`config.mk`:
```
export PLATFORM = sky130hd
export DESIGN_NAME = mc_exec_retire
export DESIGN_NICKNAME = d
export VERILOG_FILES = /design/src/rtl/mc_exec_retire.sv
export SDC_FILE = /design/constraint.sdc
export NUM_CORES = 1
export LEC_CHECK = 0
export CORE_MARGIN = 10
export CORE_UTILIZATION = 47
export CTS_BUF_LIST = sky130_fd_sc_hd__clkbuf_8
export DETAILED_ROUTE_END_ITERATION = 6
export PLACE_DENSITY = 0.86
export SYNTH_ARGS = -nofsm -noshare
export SYNTH_HDL_FRONTEND = slang
export SYNTH_SLANG_ARGS = --single-unit
export TNS_END_PERCENT = 30
```
`constraint.sdc`:
```
create_clock -name Clk -period 13.1 [get_ports Clk]
set_input_delay 3.275 -clock Clk [delete_from_list [all_inputs] [get_ports Clk]]
set_output_delay 3.275 -clock Clk [all_outputs]
set_load 0.1 [all_outputs]
```
`src/rtl/mc_exec_retire.sv`:
```
`default_nettype none
// ----------------------------------------------------------------------------
// mc_exec_retire : in-order retirement buffer for multi-cycle execute units
// Rev 1.0
// ----------------------------------------------------------------------------
module mc_exec_retire #(
  parameter int NUM_UNITS = 2,
  parameter int CTX_W     = 128,
  parameter int DATA_W    = 32,
  parameter int TIMEOUT   = 64,
  parameter int UID_W     = (NUM_UNITS > 1) ? $clog2(NUM_UNITS) : 1,
  parameter int CNT_W     = $clog2(NUM_UNITS + 1)
) (
  input  logic                        Clk,
  input  logic                        reset,
  input  logic                        flush,
  input  logic                        issue_valid,
  input  logic [UID_W-1:0]            issue_unit,
  input  logic [CTX_W-1:0]            issue_ctx,
  output logic                        issue_ready,
  output logic [NUM_UNITS-1:0]        unit_start,
  output logic                        unit_flush,
  input  logic [NUM_UNITS-1:0]        unit_done,
  input  logic [NUM_UNITS*DATA_W-1:0] unit_result,
  output logic                        out_valid,
  output logic [CTX_W-1:0]            out_ctx,
  output logic [DATA_W-1:0]           out_data,
  input  logic                        out_ready,
  output logic [NUM_UNITS-1:0]        unit_busy,
  output logic [CNT_W-1:0]            occupancy,
  output logic                        timeout_err
);

  localparam int                WD_W     = (TIMEOUT > 0) ? $clog2(TIMEOUT + 1) : 1;
  localparam logic [WD_W-1:0]   WD_LIMIT = WD_W'(TIMEOUT);
  localparam logic [UID_W-1:0]  LAST_IDX = UID_W'(NUM_UNITS - 1);

  logic [CNT_W-1:0]  count_q, count_d;
  logic [UID_W-1:0]  head_q, head_d, tail_q, tail_d;
  logic [UID_W-1:0]  q_unit_q [NUM_UNITS];
  logic [UID_W-1:0]  q_unit_d [NUM_UNITS];
  logic [CTX_W-1:0]  q_ctx_q  [NUM_UNITS];
  logic [CTX_W-1:0]  q_ctx_d  [NUM_UNITS];
  logic [DATA_W-1:0] result_q [NUM_UNITS];
  logic [DATA_W-1:0] result_d [NUM_UNITS];
  logic [NUM_UNITS-1:0] busy_q, busy_d, res_vld_q, res_vld_d;
  logic [WD_W-1:0]   wd_q, wd_d;
  logic              err_q, err_d;

  logic [UID_W-1:0]  head_unit;
  logic              head_res_vld;
  logic [DATA_W-1:0] head_result;
  logic              issue_unit_busy;
  logic              issue_fire;
  logic              retire;

  function automatic logic [UID_W-1:0] ptr_inc(input logic [UID_W-1:0] p);
    return (p == LAST_IDX) ? '0 : p + 1'b1;
  endfunction

  assign head_unit = q_unit_q[head_q];

  // Mux per-unit state by loop so out-of-range unit ids never index past the arrays.
  always_comb begin
    head_res_vld    = 1'b0;
    head_result     = '0;
    issue_unit_busy = 1'b0;
    for (int u = 0; u < NUM_UNITS; u++) begin
      if (head_unit == UID_W'(u)) begin
        head_res_vld = res_vld_q[u];
        head_result  = result_q[u];
      end
      if (issue_unit == UID_W'(u)) issue_unit_busy = busy_q[u];
    end
  end

  assign issue_ready = !flush && !issue_unit_busy && (32'(issue_unit) < 32'(NUM_UNITS));
  assign issue_fire  = issue_valid && issue_ready;
  assign out_valid   = (count_q != '0) && head_res_vld;
  assign retire      = out_valid && out_ready && !flush;
  assign out_data    = out_valid ? head_result : '0;
  assign out_ctx     = out_valid ? q_ctx_q[head_q] : '0;
  assign unit_flush  = flush;
  assign unit_busy   = busy_q;
  assign occupancy   = count_q;
  assign timeout_err = err_q;

  always_comb begin
    for (int u = 0; u < NUM_UNITS; u++)
      unit_start[u] = issue_fire && (issue_unit == UID_W'(u));
  end

  always_comb begin
    count_d   = count_q;
    head_d    = head_q;
    tail_d    = tail_q;
    q_unit_d  = q_unit_q;
    q_ctx_d   = q_ctx_q;
    result_d  = result_q;
    busy_d    = busy_q;
    res_vld_d = res_vld_q;
    wd_d      = wd_q;
    err_d     = err_q;
    if (flush) begin
      count_d   = '0;
      head_d    = '0;
      tail_d    = '0;
      busy_d    = '0;
      res_vld_d = '0;
      wd_d      = '0;
      err_d     = 1'b0;
    end else begin
      // A done pulse is only meaningful for a unit waiting on its first result.
      for (int u = 0; u < NUM_UNITS; u++) begin
        if (unit_done[u] && busy_q[u] && !res_vld_q[u]) begin
          res_vld_d[u] = 1'b1;
          result_d[u]  = unit_result[u*DATA_W +: DATA_W];
        end
        if (retire && (head_unit == UID_W'(u))) begin
          busy_d[u]    = 1'b0;
          res_vld_d[u] = 1'b0;
        end
        if (issue_fire && (issue_unit == UID_W'(u))) busy_d[u] = 1'b1;
      end
      if (retire) head_d = ptr_inc(head_q);
      if (issue_fire) begin
        q_unit_d[tail_q] = issue_unit;
        q_ctx_d[tail_q]  = issue_ctx;
        tail_d           = ptr_inc(tail_q);
      end
      count_d = count_q + CNT_W'(issue_fire) - CNT_W'(retire);
      if (retire) begin
        wd_d = '0;
      end else if ((TIMEOUT != 0) && (count_q != '0) && !head_res_vld && (wd_q != WD_LIMIT)) begin
        wd_d = wd_q + 1'b1;
        if (wd_q + 1'b1 == WD_LIMIT) err_d = 1'b1;
      end
    end
  end

  always_ff @(posedge Clk or posedge reset) begin
    if (reset) begin
      count_q   <= '0;
      head_q    <= '0;
      tail_q    <= '0;
      busy_q    <= '0;
      res_vld_q <= '0;
      wd_q      <= '0;
      err_q     <= 1'b0;
      for (int u = 0; u < NUM_UNITS; u++) begin
        q_unit_q[u] <= '0;
        q_ctx_q[u]  <= '0;
        result_q[u] <= '0;
      end
    end else begin
      count_q   <= count_d;
      head_q    <= head_d;
      tail_q    <= tail_d;
      busy_q    <= busy_d;
      res_vld_q <= res_vld_d;
      wd_q      <= wd_d;
      err_q     <= err_d;
      q_unit_q  <= q_unit_d;
      q_ctx_q   <= q_ctx_d;
      result_q  <= result_d;
    end
  end

endmodule
`default_nettype wire

```
# [Word level (Yosys, flattened, before mapping)]
# Cells that the tools add are included.
[word_totals] regBits=338 in_bits=200 output_inout_bits=170 wordCells=107
[classes] n_addsub=5 n_lt_le_gt_ge=3 eq_ne=3 n_mux=41 bitwise_logic=5 n_reduce_logical=35
[op_table] operator="128-bit 2-to-1 mux" count=5
[op_table] operator="256-bit bitwise mux" count=1
[op_table] operator="128-bit demux with 1-bit select" count=1
[op_table] operator="32-bit 2-to-1 mux" count=2
[op_table] operator="1-bit 2-to-1 mux" count=24
[op_table] operator="7-bit 2-to-1 mux" count=3
[op_table] operator="1-bit logical AND" count=16
[op_table] operator="3-bit nonzero test" count=5
[op_table] operator="2-bit nonzero test" count=5
[op_table] operator="7-bit by 1-bit adder with 7-bit output (second input constant)" count=1
[op_table] operator="7-bit == test (second input constant)" count=1
[op_table] operator="7-bit != test (second input constant)" count=1
[op_table] operator="2-bit 2-to-1 mux" count=3
[op_table] operator="2-bit AND reduction" count=3
[op_table] operator="1-bit logical NOT" count=5
[op_table] operator="2-bit >= comparator (second input constant)" count=2
[op_table] operator="1-bit NOT with 2-bit output" count=2
[op_table] operator="1-bit NOT" count=3
[op_table] operator="3-bit AND reduction" count=1
[op_table] operator="1-bit adder (second input constant)" count=2
[op_table] operator="2-bit by 1-bit adder with 2-bit output" count=1
[op_table] operator="2-bit bitwise mux" count=1
[op_table] operator="2-bit by 1-bit less-than comparator with 1-bit output (second input constant)" count=1
[op_table] operator="2-bit != test (second input constant)" count=1
[op_table] operator="other kinds (2)" count=2

# [Depth between registers and ports, before layout]
# Gate-level depths: netlist of the first run.
[logic_depth] ltp_word=12 depth_mapped=10 depth_no_buf=9

# [Worst setup path before layout of the first run]
# OpenSTA, ideal clock, no wires.
[synth_path] path_kind="in2out" from="input port flush" to="output port unit_start[1]" arrival_ns=5.279 t_required_ns=9.825 setup_slack_ns=4.546 path_stages=4 path_buffers=1 path_cell_list="buf_2 -> inv_1 -> and2_1 -> and3_1"
[synth_between] elab_chain_cells=4
[synth_rtl] element="start, declared" line_no="16" rtl="input logic flush,"
[synth_rtl] element="1-bit logical NOT" line_no="77" rtl="assign issue_ready = !flush && !issue_unit_busy && (32'(issue_unit) < 32'(NUM_UNITS));"
[synth_rtl] element="1-bit logical AND" line_no="77"
[synth_rtl] element="via issue_ready" line_no="20" rtl="output logic issue_ready,"
[synth_rtl] element="1-bit logical AND" line_no="78" rtl="assign issue_fire = issue_valid && issue_ready;"
[synth_rtl] element="1-bit logical AND" line_no="90" rtl="unit_start[u] = issue_fire && (issue_unit == UID_W'(u));"
[synth_rtl] element="end, declared" line_no="21" rtl="output logic [NUM_UNITS-1:0] unit_start,"
# The timed path passes the listed nets, and every way through them passes these cells.

# [Final worst setup path of the first run]
[layout_path] from="input port flush" to="output port unit_start[1]"
[layout_between] elab_chain_cells=4
[layout_rtl] element="1-bit logical NOT" line_no="77"
[layout_rtl] element="1-bit logical AND" line_no="77"
[layout_rtl] element="1-bit logical AND" line_no="78"
[layout_rtl] element="1-bit logical AND" line_no="90"
# No other way between the ends.

==> results of run 1 <==
layout by cell type, fill, tap and decap left out, types with 7 or more instances in the layout:
master,netlist,routed
o21ai_0,9,9
mux2i_1,130,129
mux2_2,319,319
nor2_1,131,130
clkbuf_8,0,68
dfrtp_1,338,337
nand3_1,8,7
a21oi_1,41,41
buf_4,2,10
inv_1,6,29
diode_2,0,7
clkdlybuf4s50_1,0,369
nand2_1,66,66
metal layers:
metal	track usage (%)	share of wire (%)	vias to the layer above	wire [um]
li1	-	-	4817	-
met1	22.7	39	5309	16100
met2	33.2	50	326	20400
met3	5.68	7.1	90	2900
met4	9.28	3.8	0	1560
met5	0	0	-	0
worst min-delay path by stage:
stage                  from            to  slack [ps]  cells after the start
3_3_place_gp   result_q[42]  result_q[42]         470                      1
4_1_cts        result_q[40]  result_q[40]         490                      1
2_1_floorplan  result_q[11]  result_q[11]         460                      1
5_1_grt        result_q[40]  result_q[40]         510                      1
6_report       result_q[40]  result_q[40]         490                      1
3_5_place_dp   result_q[40]  result_q[40]         480                      1
flip-flops by register name, indices dropped and copies added, names as in the netlist, 2 cells and up:
| signal | count |
|---|---|
| res_vld_q | 2 |
| wd_q | 7 |
| result_q | 64 |
| unit_busy | 2 |
| occupancy | 2 |
| q_unit_q | 2 |
| q_ctx_q | 256 |
cells in the mapped netlist (6+ instances only):
master	instances
buf_2	44
nand2_1	66
dfrtp_1	338
o21ai_0	9
clkbuf_1	21
a21oi_1	41
buf_6	10
mux2_2	319
nand3_1	8
nor2_1	131
inv_1	6
mux2i_1	130
metrics by stage:
step	setup WS (ps)	area, um^2	total power, uW	hold slack (ps)
3_3_place_gp	3960	19200	2220	471
3_5_place_dp	3940	19200	2280	476
2_1_floorplan	458	15200	2060	458
4_1_cts	3940	20300	3200	490
6_report	3940	20300	3160	488
5_1_grt	3840	20300	3340	512
power groups by stage:
stage | clock network [uW] | logic, uW | registers (uW)
floorplan | 0 | 534 | 1530
global placement | 0 | 675 | 1540
detailed placement | 0 | 708 | 1570
CTS | 929 | 712 | 1560
global route | 974 | 765 | 1600
finish | 900 | 702 | 1560
cells by family after synthesis:
kind of cell | after synthesis
AOI/OAI and AO/OA | 63
DFF | 338
adders and majority gates | 4
and+or+nand+nor | 225
muxes | 455
buffers and inverters | 85
xor gates and xnor gates | 3
worst max-delay path, cell delays in order:
cell	delay (ps)
clkdlybuf4s50_1	650
inv_1	300
and2_1	260
and3_1	210
clkdlybuf4s50_1	1180
cell type report:
type | count | area, um^2
Antenna cell | 7 | 17.5
Tap cell | 435 | 544
Clock buffer | 68 | 936
Timing Repair Buffer | 380 | 3790
Multi-Input combinational cell | 750 | 6390
Sequential cell | 338 | 8460
Fill cell | 2312 | 11500
Inverter | 7 | 33.8
Clock inverter | 33 | 174
==> impl_results.md, run 1 <==
* Post-synth ARST share at 100%
* Clock latency at the later pin of the worst-skew pair at 590 ps
* Setup crit end: unit_start[1]
* Post-cts hold buffer count at 0
* Number of synthesized register bits at 338
* Psw at 894 uW
* Chip width at 200 um
* Post-DRT Antenna Nets at 0
* Part of the Yosys area used for sequential elements at 55.5%
* Sequential power share at 49.3%
* Fin. Hold Viols at 0
* EDFF count, synth at 0
* HPWL Detailed at 27800 um
* Final RePlAce weighted congestion at 0.817
* Worst-path fanout max at 10
* Post-synth top area share at 55.5%
* Clock power share at 28.5%
* Worst VDD drop at 0.000112 V
* Comb power frac at 22.2%
* # setup viols final at 0
* Critical path origin: flush
* Mux contribution to synthesized area at 32.6%
* FP Rows at 65
* Area leader, netlist: dfrtp_1
* Die ar. at 40000 um^2
* Layout Nets at 1738
* H-tree depth at 2
* Clock Pin Slew Worst Setup and Hold Paths at 60 ps
* CP arrival at 5890 ps
* Post-CTS resize count at 0
* Worst r2r src: unit_busy[0]
* Drt wl/cell at 20.3 um
* RSZ-0062 raised after global routing: no
* FMAX at 109 MHz
* CP Launch Type: primary input
* Final worst path period need at 9160 ps
* Most used DFF post-synth: dfrtp_1
* Die Y at 200 um
* Grt ovf at 0
* Initial DRC count at 420
* Core area at 31800 um^2
* Overall routing resource usage at 19.7%
* Worst-Margin Slew at 1200 ps
* Cell Int Power at 2260 uW
* Syn avg cell area at 13.0 um^2
* Synth Net Count at 1377
* Synthesized-area fraction occupied by adder cells at 0.329%
* Post-synthesis simple-gate area fraction at 6.05%
* DR vias at 10500
* Slew HR at 18.0%
* First-pass GRT wire length at 62400 um
* Leak Pwr at 0.00821 uW
* Worst reg2reg path depth at 6
* Share of cells above drive strength 1 at 26.8%
* Vias per cell at 5.22
* CP required at 9820 ps
* Final Skew at 31.0 ps
* Crit end category: output pin
* Final core occ at 64.0%
* First-pass DRT Iterations at 6
* Complex-gate fraction of the synthesized area at 2.32%
* Synth top area cells: dfrtp_1 (56%), mux2_2 (24%), mux2i_1 (8.5%)
* Status: finished clean
* Clock net sink count at 338
* # DRC at 0
* Sw Ratio at 28.3%
* Worst hold path type: register to register
* Mapped Cells at 1173
* Area growth, synth to finish at 33.6%
* R2R setup slack at 9850 ps
* Starting Density at 47.9%
* Vias in the first global route at 11300
* Pins Over Slew Limit at 0
* Clock tree buffer depth at 3
* Synth warn at 0
* Antenna violations before repair at 5
* Inst Count DP at 1910
* Main combinational cell family by area after synthesis: multiplexers
* Setup TNS at 0 ps
* Period Utilization, post-route at 69.9%
* CTS tree: built
* Setup Fix Bufs, Post-CTS at 0
* Crit path kind: primary input to output pin
* Total routed wirelength at 41000 um
* Post-Syn Area at 15200 um^2
* Netlist cell types at 38
* Input/output buffers at 369
* Post-Synth XOR/XNOR Area at 0.172%
* Number of CTS-inserted buffers at 57
* Largest net degree at the start of global routing at 145
* Power per cell area at 155 nW/um^2
* R2r endpoint: q_ctx_q[230]
* Finished Layout Cells at 2018
* Maxcap violations at 0
* IO Pins at 370
* Clock root cell: clkbuf_8
(Power assumes the default switching activity.)
==> run 2, diff against run 1 <==
--- a/config.mk
+++ b/config.mk
@@ -6,10 +6,10 @@
 export NUM_CORES = 1
 export LEC_CHECK = 0
 export CORE_MARGIN = 10
-export CORE_UTILIZATION = 47
+export CORE_UTILIZATION = 52
 export CTS_BUF_LIST = sky130_fd_sc_hd__clkbuf_8
 export DETAILED_ROUTE_END_ITERATION = 6
-export PLACE_DENSITY = 0.86
+export PLACE_DENSITY = 0.9
 export SYNTH_ARGS = -nofsm -noshare
 export SYNTH_HDL_FRONTEND = slang
 export SYNTH_SLANG_ARGS = --single-unit
==> constraint.sdc (replaced) <==
create_clock -name Clk -period 9.1 [get_ports Clk]
set_input_delay 2.275 -clock Clk [delete_from_list [all_inputs] [get_ports Clk]]
set_output_delay 2.275 -clock Clk [all_outputs]
set_load 0.1 [all_outputs]
==> run 2 against run 1 <==
Compared with the run above:
- sequential power increased by 44%
- combinational power increased by 44%
- worst setup slack got worse by 2100 ps
- sequential share of layout area decreased by 0.079 points
- total power increased by 46%
- die area decreased by 8.7%
- critical path type unchanged
- largest cell class unchanged
- core utilization increased by 6.8 points
- register-to-register slack got worse by 3800 ps
- critical endpoint is now unit_start[0]
- cell count decreased by 2.3%
- clock-buffer cell count increased by 7
- final area increased by 0.19%
==> impl_results.md, run 2 (synthesized netlist as in run 1, its figures left out) <==
* Crit end category: output pin (unchanged)
* Die Y at 191 um (was 200 um)
* Worst VDD drop at 0.000147 V (was 0.000112 V)
* Clock latency at the later pin of the worst-skew pair at 570 ps (was 590 ps)
* Chip width at 191 um (was 200 um)
* Setup Fix Bufs, Post-CTS at 0 (unchanged)
* Final Skew at 19.7 ps (was 31.0 ps)
* Post-CTS resize count at 0 (unchanged)
* # DRC at 0 (unchanged)
* DR vias at 10700 (was 10500)
* Post-cts hold buffer count at 0 (unchanged)
* Most frequent cells in the layout: clkdlybuf4s50_1 (369), dfrtp_1 (337), mux2_2 (319) (unchanged)
* Number of CTS-inserted buffers at 56 (was 57)
* Period Utilization, post-route at 79.7%
* FP Rows at 62 (was 65)
* Status: finished clean (unchanged)
* Die ar. at 36500 um^2 (was 40000 um^2)
* Leak Pwr at 0.00824 uW (was 0.00821 uW)
* Area growth, synth to finish at 33.8% (was 33.6%)
* HPWL Detailed at 27500 um (was 27800 um)
* Tot Pwr at 4620 uW (was 3160 uW)
* Vias in the first global route at 11700 (was 11300)
* Filler Cells Inserted at 1930 (was 2312)
* Slew HR at 21.7% (was 18.0%)
* Clock tree buffer depth at 3 (unchanged)
* Share of cells above drive strength 1 at 27.2% (was 26.8%)
* Crit path kind: primary input to output pin (unchanged)
* Overall routing resource usage at 21.9% (was 19.7%)
* CP max-delay cell: clkdlybuf4s50_1 (unchanged)
* Pre-CTS setup slack at 1870 ps (was 3940 ps)
* Largest net degree at the start of global routing at 199 (was 145)
* Final RePlAce weighted congestion at 0.842 (was 0.817)
* Maxcap violations at 0 (unchanged)
* Worst hold path type: register to register (unchanged)
* Setup TNS at 0 ps (unchanged)
* Maximum cell stage delay along the critical path at 1170 ps (was 1180 ps)
* Core area at 28800 um^2 (was 31800 um^2)
* Clock Pin Slew Worst Setup and Hold Paths at 60 ps (about the same)
* Cell breakdown of the critical path: clkdlybuf4s50_1 -> inv_1 -> nand3_1 -> nor2_1 -> clkdlybuf4s50_1 (was clkdlybuf4s50_1 -> inv_1 -> and2_1 -> and3_1 -> clkdlybuf4s50_1)
* Post-DRT Antenna Nets at 0 (unchanged)
* Total routed wirelength at 41000 um (about the same)
* IO Pins at 370 (unchanged)
* Biggest regs: q_ctx_q (256), result_q (64), wd_q (7) (unchanged)
* # setup viols final at 0 (unchanged)
* Grt ovf at 0 (unchanged)
* CP required at 6830 ps (was 9820 ps)
* Most common cell after layout, fill and taps aside: clkdlybuf4s50_1 (unchanged)
* Antenna violations before repair at 9 (was 5)
* CP Launch Type: primary input (unchanged)
* Fin. Hold Viols at 0 (unchanged)
* Register with the most flip-flops: q_ctx_q (unchanged)
* Final worst path period need at 7250 ps
* Worst-Margin Slew at 1150 ps (was 1200 ps)
* Starting Density at 52.9% (was 47.9%)
* Clock root cell: clkbuf_8 (unchanged)
* Max reg flops at 256 (unchanged)
* RSZ-0062 raised after global routing: no (unchanged)
* Layout Nets at 1737 (was 1738)
* Drt wl/cell at 20.8 um (was 20.3 um)
* CP arrival at 4970 ps (was 5890 ps)
* CTS tree: built (unchanged)
* Worst-path fanout max at 10 (unchanged)
* Final Worst Setup Slack at 1850 ps (was 3940 ps)
* Initial DRC count at 499 (was 420)
* Pins Over Slew Limit at 0 (unchanged)
* Clock net sink count at 338 (unchanged)
* Input/output buffers at 369 (unchanged)
* Power per cell area at 227 nW/um^2 (was 155 nW/um^2)
* H-tree depth at 2 (unchanged)
* Critical path's most frequent cell: clkdlybuf4s50_1 (unchanged)
* First-pass GRT wire length at 63900 um (was 62400 um)
* First-pass DRT Iterations at 5 (was 6)
* FMAX at 138 MHz
* Vias per cell at 5.43 (was 5.22)
run 2: area by class of cell:
class / count / area [um^2] / share of cell area [%]
sequential: 338 / 8460 / 41.5
tap: 384 / 480 / 2.36
timing repair buffer: 380 / 3810 / 18.7
inverter: 7 / 30.0 / 0.147
antenna: 9 / 22.5 / 0.110
multi-input combinational: 750 / 6390 / 31.4
clock inverter: 28 / 154 / 0.755
clock buffer: 75 / 1030 / 5.06
run 2: where the power goes:
group	switching, uW	total [uW]	internal [uW]
sequential	256	2250	1990
clock	600	1360	763
combinational	446	1010	566
total	1300	4620	3320
run 2: final timing paths:
check                      cells after the start             to  slack [ps]          from
setup / recovery                               5  unit_start[0]        1850         flush
max in group asynchronous                      4         head_q        5010         reset
min in group asynchronous                      3   q_ctx_q[186]        2340         reset
hold reg to reg                                1   result_q[41]         490  result_q[41]
setup reg to reg                               4        wd_q[5]        6020        head_q
hold / removal                                 1   result_q[41]         490  result_q[41]
run 2: critical path, delay by kind of cell:
family	cells	cell delay [ps]
buffers and inverters	3	2210
AND/OR/NAND/NOR	2	470
run 2: stage by stage:
stage	utilization, %	area, um^2	hold slack (ps)	instances
2_1_floorplan	-	15200	458	1173
3_3_place_gp	66.6	19200	469	1859
3_5_place_dp	66.6	19200	476	1859
4_1_cts	70.8	20400	495	1962
5_1_grt	70.8	20400	504	1970
6_report	70.8	20400	488	1971
run 2: per-layer routing:
layer | vias up | part of all wire (%) | global-route usage (%)
met4 | 0 | 4.0 | 10.1
met1 | 5455 | 38 | 24.8
met2 | 315 | 51 | 37.2
met3 | 87 | 7.3 | 6.58
met5 | - | 0 | 0
li1 | 4836 | - | -
==> run 3, diff against run 2 <==
--- a/config.mk
+++ b/config.mk
@@ -6,10 +6,10 @@
 export NUM_CORES = 1
 export LEC_CHECK = 0
 export CORE_MARGIN = 10
-export CORE_UTILIZATION = 52
+export CORE_UTILIZATION = 47
 export CTS_BUF_LIST = sky130_fd_sc_hd__clkbuf_8
 export DETAILED_ROUTE_END_ITERATION = 6
-export PLACE_DENSITY = 0.9
+export PLACE_DENSITY = 0.86
 export SYNTH_ARGS = -nofsm -noshare
 export SYNTH_HDL_FRONTEND = slang
 export SYNTH_SLANG_ARGS = --single-unit
==> constraint.sdc (replaced) <==
create_clock -name Clk -period 6 [get_ports Clk]
set_input_delay 1.5 -clock Clk [delete_from_list [all_inputs] [get_ports Clk]]
set_output_delay 1.5 -clock Clk [all_outputs]
set_load 0.1 [all_outputs]
==> run 3 against run 2 <==
Compared with the run above:
- non-clock buffer count rose by 5
- sequential power rose by 52%
- clock-buffer cell count rose by 3
- die area rose by 9.5%
- final area fell by 0.86%
- first-iteration DRC count fell by 1.0%
- register-to-register slack got worse by 3200 ps
- clock power rose by 59%
- routed wire length fell by 2.5%
- critical path depth rose by 2
- total power rose by 54%
- critical path type is now register to output pin
- highest routed layer unchanged
- via count fell by 2.2%
==> impl_results.md, run 3 (synthesized netlist as in run 1, its figures left out) <==
* Status: finished clean (unchanged)
* Die Y at 200 um (was 191 um)
* RSZ-0062 raised after global routing: no (unchanged)
* Die ar. at 40000 um^2 (was 36500 um^2)
* Layout Nets at 1741 (was 1737)
* Chip width at 200 um (was 191 um)
* FMAX at 187 MHz
* Clock Pin Slew Worst Setup and Hold Paths at 60 ps (about the same)
* HPWL Detailed at 28000 um (was 27500 um)
* Max reg flops at 256 (unchanged)
* Vias in the first global route at 11400 (was 11700)
* Leak Pwr at 0.00857 uW (was 0.00824 uW)
* Setup Fix Bufs, Post-CTS at 0 (unchanged)
* Total routed wirelength at 40000 um (was 41000 um)
* Most frequent cells in the layout: dfrtp_1 (337), mux2_2 (319), clkdlybuf4s50_1 (226) (was clkdlybuf4s50_1 (369), dfrtp_1 (337), mux2_2 (319))
* Worst hold start: result_q[11] (was result_q[41])
* Slew HR at 8.94% (was 21.7%)
* Grt ovf at 0 (unchanged)
* CP Launch Type: register (was primary input)
* Hold_ws at 488 ps (about the same)
* Final RePlAce weighted congestion at 0.799 (was 0.842)
* Vias per cell at 5.18 (was 5.43)
* CP arrival at 3840 ps (was 4970 ps)
* Biggest regs: q_ctx_q (256), result_q (64), wd_q (7) (unchanged)
* Register with the most flip-flops: q_ctx_q (unchanged)
* Finished Layout Cells at 2020 (was 1971)
* Post-DRT Antenna Nets at 0 (unchanged)
* CP required at 4500 ps (was 6830 ps)
* Fin. Hold Viols at 0 (unchanged)
* Maxcap violations at 0 (unchanged)
* Clock root cell: clkbuf_8 (unchanged)
* Number of CTS-inserted buffers at 55 (was 56)
* # setup viols final at 0 (unchanged)
* Starting Density at 47.9% (was 52.9%)
* Worst-path fanout max at 84 (was 10)
* DR vias at 10500 (was 10700)
* Drt wl/cell at 19.8 um (was 20.8 um)
* Worst VDD drop at 0.000242 V (was 0.000147 V)
* IO Pins at 370 (unchanged)
* Power per cell area at 353 nW/um^2 (was 227 nW/um^2)
* Inst Count DP at 1915 (was 1859)
* Filler Cells Inserted at 2339 (was 1930)
* Clock latency at the later pin of the worst-skew pair at 580 ps (was 570 ps)
* First-pass GRT wire length at 61700 um (was 63900 um)
* Setup TNS at 0 ps (unchanged)
* Area growth, synth to finish at 32.7% (was 33.8%)
* Final worst path period need at 5340 ps
* Core area at 31800 um^2 (was 28800 um^2)
* Final Skew at 20.0 ps (was 19.7 ps)
* Share of cells above drive strength 1 at 37.0% (was 27.2%)
* Worst hold path type: register to register (unchanged)
* Antenna violations before repair at 3 (was 9)
* H-tree depth at 2 (unchanged)
* Most common cell after layout, fill and taps aside: dfrtp_1 (was clkdlybuf4s50_1)
* Largest net degree at the start of global routing at 132 (was 199)
* Pins Over Slew Limit at 0 (unchanged)
* Worst r2r src: head_q (unchanged)
* Crit end category: output pin (unchanged)
* FP Rows at 65 (was 62)
* Initial DRC count at 494 (was 499)
* Period Utilization, post-route at 89.0%
* Post-cts hold buffer count at 0 (unchanged)
* Overall routing resource usage at 19.4% (was 21.9%)
* First-pass DRT Iterations at 4 (was 5)
* CTS tree: built (unchanged)
* Post-CTS resize count at 0 (unchanged)
* Clock net sink count at 338 (unchanged)
* Worst-Margin Slew at 1370 ps (was 1150 ps)
* Crit path kind: register to output pin (was primary input to output pin)
* Critical path origin: head_q (was flush)
* Clock tree buffer depth at 3 (unchanged)
* Input/output buffers at 369 (unchanged)
* # DRC at 0 (unchanged)
==> run 3: cell count changes in the layout (fill, tap and decap cells not counted) <==
cell and delta:
diode_2 -7, clkdlybuf4s50_1 -143, inv_1 -8, clkbuf_8 +3, clkinv_2 +4, buf_4 +145, bufinv_16 +1, buf_12 +3
==> run 3: area by class of cell <==
class	instances	area, um^2	share of cell area [%]
antenna	2	5.00	0.0248
clock buffer	78	1070	5.31
clock inverter	25	174	0.860
inverter	7	30.0	0.149
multi-input combinational	750	6390	31.6
sequential	338	8460	41.9
tap	435	544	2.69
timing repair buffer	385	3530	17.5
==> run 3: layer usage <==
| layer | GRT usage, % | share of wire, % |
|---|---|---|
| met1 | 22.8 | 39 |
| met2 | 33.6 | 51 |
| met3 | 5.19 | 6.8 |
| met4 | 6.67 | 2.8 |
| met5 | 0 | 0 |
==> run 3: stage by stage <==
stage | area [um^2] | utilization, % | power, uW | setup slack, ps
finish | 20200 | 63.6 | 7130 | 659
global route | 20200 | 63.6 | 7520 | 425
CTS | 20200 | 63.5 | 7200 | 613
detailed placement | 19000 | 59.6 | 5020 | 1170
global placement | 19000 | 59.6 | 4880 | 1270
floorplan | 15200 | - | 4500 | -18.6
==> run 3: worst max-delay path: stages (launching register included) <==
cell,delay (ps)
dfrtp_4,490
mux2_4,470
mux2i_2,350
o21bai_4,340
buf_4,410
buf_4,670
nor2_1,160
buf_4,280
==> run 3: worst paths after layout <==
kind / cells past startpoint / slack, ps / to
setup / recovery: 7 / 660 / out_ctx[44]
hold / removal: 1 / 490 / result_q[11]
setup reg to reg: 5 / 2780 / wd_q[5]
hold reg to reg: 1 / 490 / result_q[11]
max in group asynchronous: 4 / 3200 / q_ctx_q[146]
min in group asynchronous: 2 / 1570 / q_ctx_q[254]
==> run 3: where the power goes <==
group	switching, uW	total (uW)	internal [uW]
Clock	916	2160	1240
Sequential	391	3410	3020
Combinational	705	1560	859
Total	2010	7130	5120
